`src/rtl/mips_fetch_queue.sv`:
```
// Instruction-fetch stage: owns the fetch PC, issues in-order word fetches and queues
// returned instructions for decode. Optional same-cycle response bypass: FETCH_BYPASS_EN.
module mips_fetch_queue #(
  parameter int                  DEPTH    = 4,
  parameter int                  PC_WIDTH = 64,
  parameter logic [PC_WIDTH-1:0] RESET_PC = '0
) (
  input  logic                clk,
  input  logic                reset,
  output logic                imem_req_valid,
  input  logic                imem_req_ready,
  output logic [PC_WIDTH-1:0] imem_req_addr,
  input  logic                imem_resp_valid,
  input  logic [31:0]         imem_resp_data,
  input  logic                redirect,
  input  logic [PC_WIDTH-1:0] redirect_pc,
  input  logic                id_stall,
  output logic [31:0]         inst,
  output logic [PC_WIDTH-1:0] inst_pc,
  output logic [PC_WIDTH-1:0] inst_pc4,
  output logic                inst_valid
);

  localparam int PW = $clog2(DEPTH);
  localparam int CW = $clog2(DEPTH + 1);
  // Stale responses can pile up across several redirects, so give the drop counter headroom.
  localparam int DW = CW + 3;
  localparam logic [PC_WIDTH-1:0] PC_STEP = PC_WIDTH'(4);

  logic [PC_WIDTH-1:0] fetch_pc_reg;
  logic [PC_WIDTH-1:0] resp_pc_reg;
  logic [CW-1:0]       count_reg;
  logic [CW-1:0]       outstanding_reg;
  logic [DW-1:0]       discard_reg;
  logic [PW-1:0]       wr_ptr_reg;
  logic [PW-1:0]       rd_ptr_reg;
  logic [31:0]         inst_mem [DEPTH];
  logic [PC_WIDTH-1:0] pc_mem   [DEPTH];

  logic [CW:0]         occupancy;
  logic                req_fire;
  logic                resp_stale;
  logic                resp_live;
  logic                q_empty;
  logic                q_pop;
  logic                q_write;
  logic [31:0]         head_inst;
  logic [PC_WIDTH-1:0] head_pc;

  // outstanding_reg counts only live fetches; stale ones move into discard_reg on redirect.
  assign occupancy      = {1'b0, count_reg} + {1'b0, outstanding_reg};
  assign imem_req_valid = !reset && !redirect && (occupancy < (CW+1)'(DEPTH));
  assign imem_req_addr  = fetch_pc_reg;
  assign req_fire       = imem_req_valid && imem_req_ready;
  assign resp_stale     = imem_resp_valid && (discard_reg != '0);
  assign resp_live      = imem_resp_valid && (discard_reg == '0) && !redirect;
  assign q_empty        = (count_reg == '0);
  assign q_pop          = !q_empty && !id_stall && !redirect;
  assign head_inst      = inst_mem[rd_ptr_reg];
  assign head_pc        = pc_mem[rd_ptr_reg];

`ifdef FETCH_BYPASS_EN
  logic bypass_hit;
  assign bypass_hit = q_empty && resp_live;
  // A bypassed word the decoder takes right away never touches storage.
  assign q_write    = resp_live && !(bypass_hit && !id_stall);
  assign inst_valid = !q_empty || bypass_hit;
  assign inst       = bypass_hit ? imem_resp_data : (q_empty ? 32'h0 : head_inst);
  assign inst_pc    = bypass_hit ? resp_pc_reg : (q_empty ? '0 : head_pc);
`else
  assign q_write    = resp_live;
  assign inst_valid = !q_empty;
  assign inst       = q_empty ? 32'h0 : head_inst;
  assign inst_pc    = q_empty ? '0 : head_pc;
`endif
  assign inst_pc4   = inst_pc + PC_STEP;

  always_ff @(posedge clk) begin
    if (!reset && q_write) begin
      inst_mem[wr_ptr_reg] <= imem_resp_data;
      pc_mem[wr_ptr_reg]   <= resp_pc_reg;
    end
  end

  always_ff @(posedge clk) begin
    if (reset) begin
      fetch_pc_reg    <= RESET_PC;
      resp_pc_reg     <= RESET_PC;
      count_reg       <= '0;
      outstanding_reg <= '0;
      discard_reg     <= '0;
      wr_ptr_reg      <= '0;
      rd_ptr_reg      <= '0;
    end else if (redirect) begin
      fetch_pc_reg    <= redirect_pc;
      resp_pc_reg     <= redirect_pc;
      count_reg       <= '0;
      outstanding_reg <= '0;
      wr_ptr_reg      <= '0;
      rd_ptr_reg      <= '0;
      // Every fetch still in flight becomes stale; a response landing now is dropped here.
      discard_reg     <= discard_reg + DW'(outstanding_reg) + DW'(req_fire)
                         - DW'(imem_resp_valid);
    end else begin
      if (req_fire)   fetch_pc_reg <= fetch_pc_reg + PC_STEP;
      if (resp_live)  resp_pc_reg  <= resp_pc_reg + PC_STEP;
      if (resp_stale) discard_reg  <= discard_reg - DW'(1);
      outstanding_reg <= outstanding_reg + CW'(req_fire) - CW'(resp_live);
      count_reg       <= count_reg + CW'(q_write) - CW'(q_pop);
      if (q_write) wr_ptr_reg <= wr_ptr_reg + PW'(1);
      if (q_pop)   rd_ptr_reg <= rd_ptr_reg + PW'(1);
    end
  end

endmodule

```
`config.mk`:
```
export PLATFORM = sky130hd
export DESIGN_NAME = mips_fetch_queue
export DESIGN_NICKNAME = d
export VERILOG_FILES = /design/src/rtl/mips_fetch_queue.sv
export SDC_FILE = /design/constraint.sdc
export NUM_CORES = 1
export LEC_CHECK = 0
export CORE_ASPECT_RATIO = 2
export CORE_MARGIN = 2
export CORE_UTILIZATION = 32
export CTS_BUF_LIST = sky130_fd_sc_hd__clkbuf_4
export DETAILED_ROUTE_END_ITERATION = 8
export GPL_ROUTABILITY_DRIVEN = 0
export PLACE_DENSITY = 0.55
export SETUP_SLACK_MARGIN = 0.2
export SLEW_MARGIN = 15
export SYNTH_ARGS = -nofsm -noshare
export SYNTH_HDL_FRONTEND = slang
export SYNTH_SLANG_ARGS = --single-unit
export TNS_END_PERCENT = 5
```
`constraint.sdc`:
```
create_clock -name clk -period 5.09 [get_ports clk]
set_input_delay 1.018 -clock clk [delete_from_list [all_inputs] [get_ports clk]]
set_output_delay 1.018 -clock clk [all_outputs]
set_load 0.1 [all_outputs]
```
==> run_results.csv <==
group,metric,value,unit
outcome,status,"finished, violations left",
outcome,violations,"negative setup slack",
pwr,irDropWorstVdd,0.169,mV
drt,route.detailed.drc,0,
finish,final_layout_size_suffix_gt1_share,25.3,%
finish,nets,2563,
place,io_buffers,327,
cts,cts.path.max_buffers,3,
critical_path,timing.rr.end,"resp_pc_reg[56]$_SDFFE_PP0N_",
synthesis,ys_ff_latch,530,
drt,drtAntennaViolNets,0,
floorplan,core.rowCount,145,
sta,rsz0062_at_grt,"yes",
critical_path,rrSetupSlack,1.65,ns
sta,fmax,195,MHz
finish,nFillCells,7311,
floorplan,core-area,78000,sq um
global_routing,grt_first_pass_wirelength,118000,um
pwr,power_density,317,nW/um^2
worst_hold_path,hp-class,"flip-flop to flip-flop",
synthesis,syn_area_per_cell,12.4,sq um
synthesis,yosysMostFrequentCell,"edfxtp_1",
drt,routed_wl,78400,um
finish,largest_reg_flops,256,
sta,layout_setup_ws,-0.0418,ns
finish,reg.largest.list,"pc_mem x256, inst_mem x128",
drt,viasPerCell,5.24,
cts,worstSkewPairLatency,0.93,ns
pwr,leakagePower,11.6,nW
cts,numCtsBuffers,130,
floorplan,chipWidth,202,um
cts,htreeDepth,4,
sta,period_needed,5.13,ns
synthesis,synth_nets,2149,
drt,wl_per_cell,22.0,um
floorplan,die_area,80900,sq um
cts,cts_sinks,530,
synthesis,synth_cells,2020,
critical_path,crit_type,"flip-flop to output port",
sta,worstMarginPinSlew,1.18,ns
sta,finalSetupViolCount,5,
synthesis,yosysTopAreaCellShare,45.9,%
run,max_cap_viol_count,0,
finish,fin_area,32900,sq um
finish,register_area,14500,sq um
sta,slew_violations,0,
pwr,finalPower,10.4,mW
sta,final-hold-violation-count,0,
synthesis,synth_edf_count,384,
synthesis,synthTopCellsByCount,"384 x edfxtp_1, 160 x nand2_1, 155 x nor2_1",
synthesis,yosys_warnings,0,
synthesis,netlist_area,25100,sq um
critical_path,cp_data_required_time,4.07,ns
global_routing,grt.overflow.total,0,
synthesis,yosysSeqAreaShare,57.5,%
floorplan,io-pin-count,328,
critical_path,rr_worst_depth,7,
finish,multiInputGateArea,10700,sq um
sta,fin_skew,0.0708,ns
finish,areaGrowthSynthToFinish,31.0,%
floorplan,die-height,400,um
critical_path,cp-start-kind,"flip-flop",
place,dp_hpwl,53600,um
synthesis,ys.flop_type,"edfxtp_1",
critical_path,cp.arrival,4.11,ns
synthesis,synth.distinct_cells,73,
worst_hold_path,hold_depth,2,
cts,cts_tree,"built",
critical_path,r2r_start,"resp_pc_reg[13]$_SDFFE_PP0N_",
sta,period_share,101,%
finish,top_register,"pc_mem",
cts,cts-root-buf,"clkbuf_4",
synthesis,async_flop_share,0,%
global_routing,grt_max_degree,88,
global_routing,grtUsageTotal,19.1,%
critical_path,cp-end-kind,"output port",
sta,maxSlewHeadroom,21.4,%
drt,vias,18617,
sta,setup_tns,-0.0884,ns
global_routing,antenna_found_initial,4,
drt,firstDrtPassIters,7,
synthesis,synthTopCellsByArea,"edfxtp_1 46%, dfxtp_1 12%, mux4_2 7.1%, and2_1 2.7%, xnor2_1 2.7%",
drt,drt_iter0_markers,832,
cts,path_clk_slew,0.07,ns
global_routing,grt_pass1_vias,19286,
critical_path,path_max_fanout,16,
place,dpl_cell_area,30400,sq um
synthesis,yosys.area.top_type,"edfxtp_1",
floorplan,start_util,32.2,%
critical_path,crit_end,"inst_pc4[35]",
per-layer routing:
metal / vias to the layer above / GRT usage, % / wire, um
li1: 8492 / - / -
met1: 9194 / 22.9 / 31400
met2: 770 / 33.1 / 39600
met3: 159 / 3.93 / 4610
met4: 2 / 8.13 / 2670
met5: - / 0 / 13
final cells by class:
cell class / instances / area share, %
Sequential cell: 530 / 44.0
Clock buffer: 175 / 3.99
Tap cell: 1029 / 3.91
Antenna cell: 2 / 0.0152
Inverter: 61 / 0.711
Multi-Input combinational cell: 1314 / 32.4
Clock inverter: 47 / 1.37
Timing Repair Buffer: 397 / 13.6
worst min-delay path by stage:
| stage | startpoint | end | slack, ns |
|---|---|---|---|
| floorplan | resp_pc_reg[0]$_SDFFE_PP0P_ | pc_mem[0][0]$_DFFE_PP_ | 0.46 |
| global placement | imem_req_addr[1]$_SDFFE_PP0P_ | imem_req_addr[1]$_SDFFE_PP0P_ | 0.45 |
| detailed placement | imem_req_addr[1]$_SDFFE_PP0P_ | imem_req_addr[1]$_SDFFE_PP0P_ | 0.45 |
| CTS | reset | discard_reg[2]$_SDFFE_PP0P_ | 0.30 |
| global route | reset | discard_reg[2]$_SDFFE_PP0P_ | 0.37 |
| finish | imem_req_addr[0]$_SDFFE_PP0P_ | imem_req_addr[0]$_SDFFE_PP0P_ | 0.46 |
placed cells by master, fill, tap and decap left out, types with 9 or more instances in the layout:
| cell | n |
|---|---|
| a31oi_1 | 32 |
| nor4_1 | 19 |
| buf_12 | 65 |
| a21oi_1 | 71 |
| xnor2_1 | 53 |
| or3_1 | 10 |
| clkinv_2 | 11 |
| nand3_1 | 86 |
| dfxtp_1 | 141 |
| edfxtp_1 | 384 |
| ha_1 | 22 |
| mux2i_1 | 33 |
| nor2_1 | 146 |
| inv_1 | 57 |
| nand4b_1 | 9 |
| o21ai_0 | 45 |
| clkinv_1 | 21 |
| a21boi_0 | 16 |
| buf_4 | 151 |
| xor2_2 | 13 |
| and3_1 | 30 |
| and2_1 | 105 |
| bufinv_16 | 9 |
| mux4_1 | 17 |
| mux4_2 | 84 |
| nand4_1 | 53 |
| nor3_1 | 39 |
| clkdlybuf4s50_1 | 164 |
| xor2_1 | 48 |
| a211oi_1 | 21 |
| nand3b_1 | 10 |
| clkbuf_4 | 175 |
| nand2_1 | 155 |
| xnor2_2 | 16 |
| and4_1 | 19 |
worst max-delay path, stage by stage (launching register included):
cell     delay, ns
dfxtp_4       0.42
buf_12        0.17
mux4_2        0.56
or4b_4        0.60
nor4b_4       0.28
buf_6         0.19
nand3_4       0.15
or3_1         0.38
a21oi_2       0.23
buf_12        0.20
timing repair:
action / in CTS / in global routing
cloned: 7 / 0
setup endpoints to repair: 49 / 42
resized for setup: 77 / 10
pin swaps: 21 / 9
setup buffers: 18 / 3
hold buffers: 0 / 0
per-stage QoR:
stage | worst slack (ns) | util [%] | hold WS [ns] | std cells
final | -0.0418 | 42.2 | 0.458 | 3555
after global routing | -0.230 | 42.2 | 0.370 | 3555
after CTS | -0.220 | 42.1 | 0.301 | 3550
after detailed placement | 0.362 | 38.9 | 0.454 | 3303
after global placement | 0.374 | 38.9 | 0.450 | 3303
after floorplan | -0.399 | - | 0.460 | 2020
power breakdown:
group	internal, mW	switching [mW]	total [mW]	leakage, nW
clock network	2.07	1.77	3.83	1.02
logic	0.545	1.16	1.70	5.89
registers	4.76	0.142	4.90	4.71
total	7.37	3.07	10.4	11.6
cells by family (layout without fill, tap and decap cells):
| group | Yosys count | count (layout) | share of synthesized area, % |
|---|---|---|---|
| AND/OR/NAND/NOR | 766 | 766 | 16.2 |
| buffers and inverters | 176 | 680 | 3.03 |
| other | 0 | 2 | 0 |
| AO/OA/AOI/OAI | 243 | 243 | 6.07 |
| flip-flops | 530 | 530 | 57.5 |
| multiplexers | 136 | 136 | 10.8 |
| adder cells (fa/ha/maj) | 27 | 27 | 1.46 |
| XOR/XNOR | 142 | 142 | 4.95 |
Power figures use the tool's default switching activity.
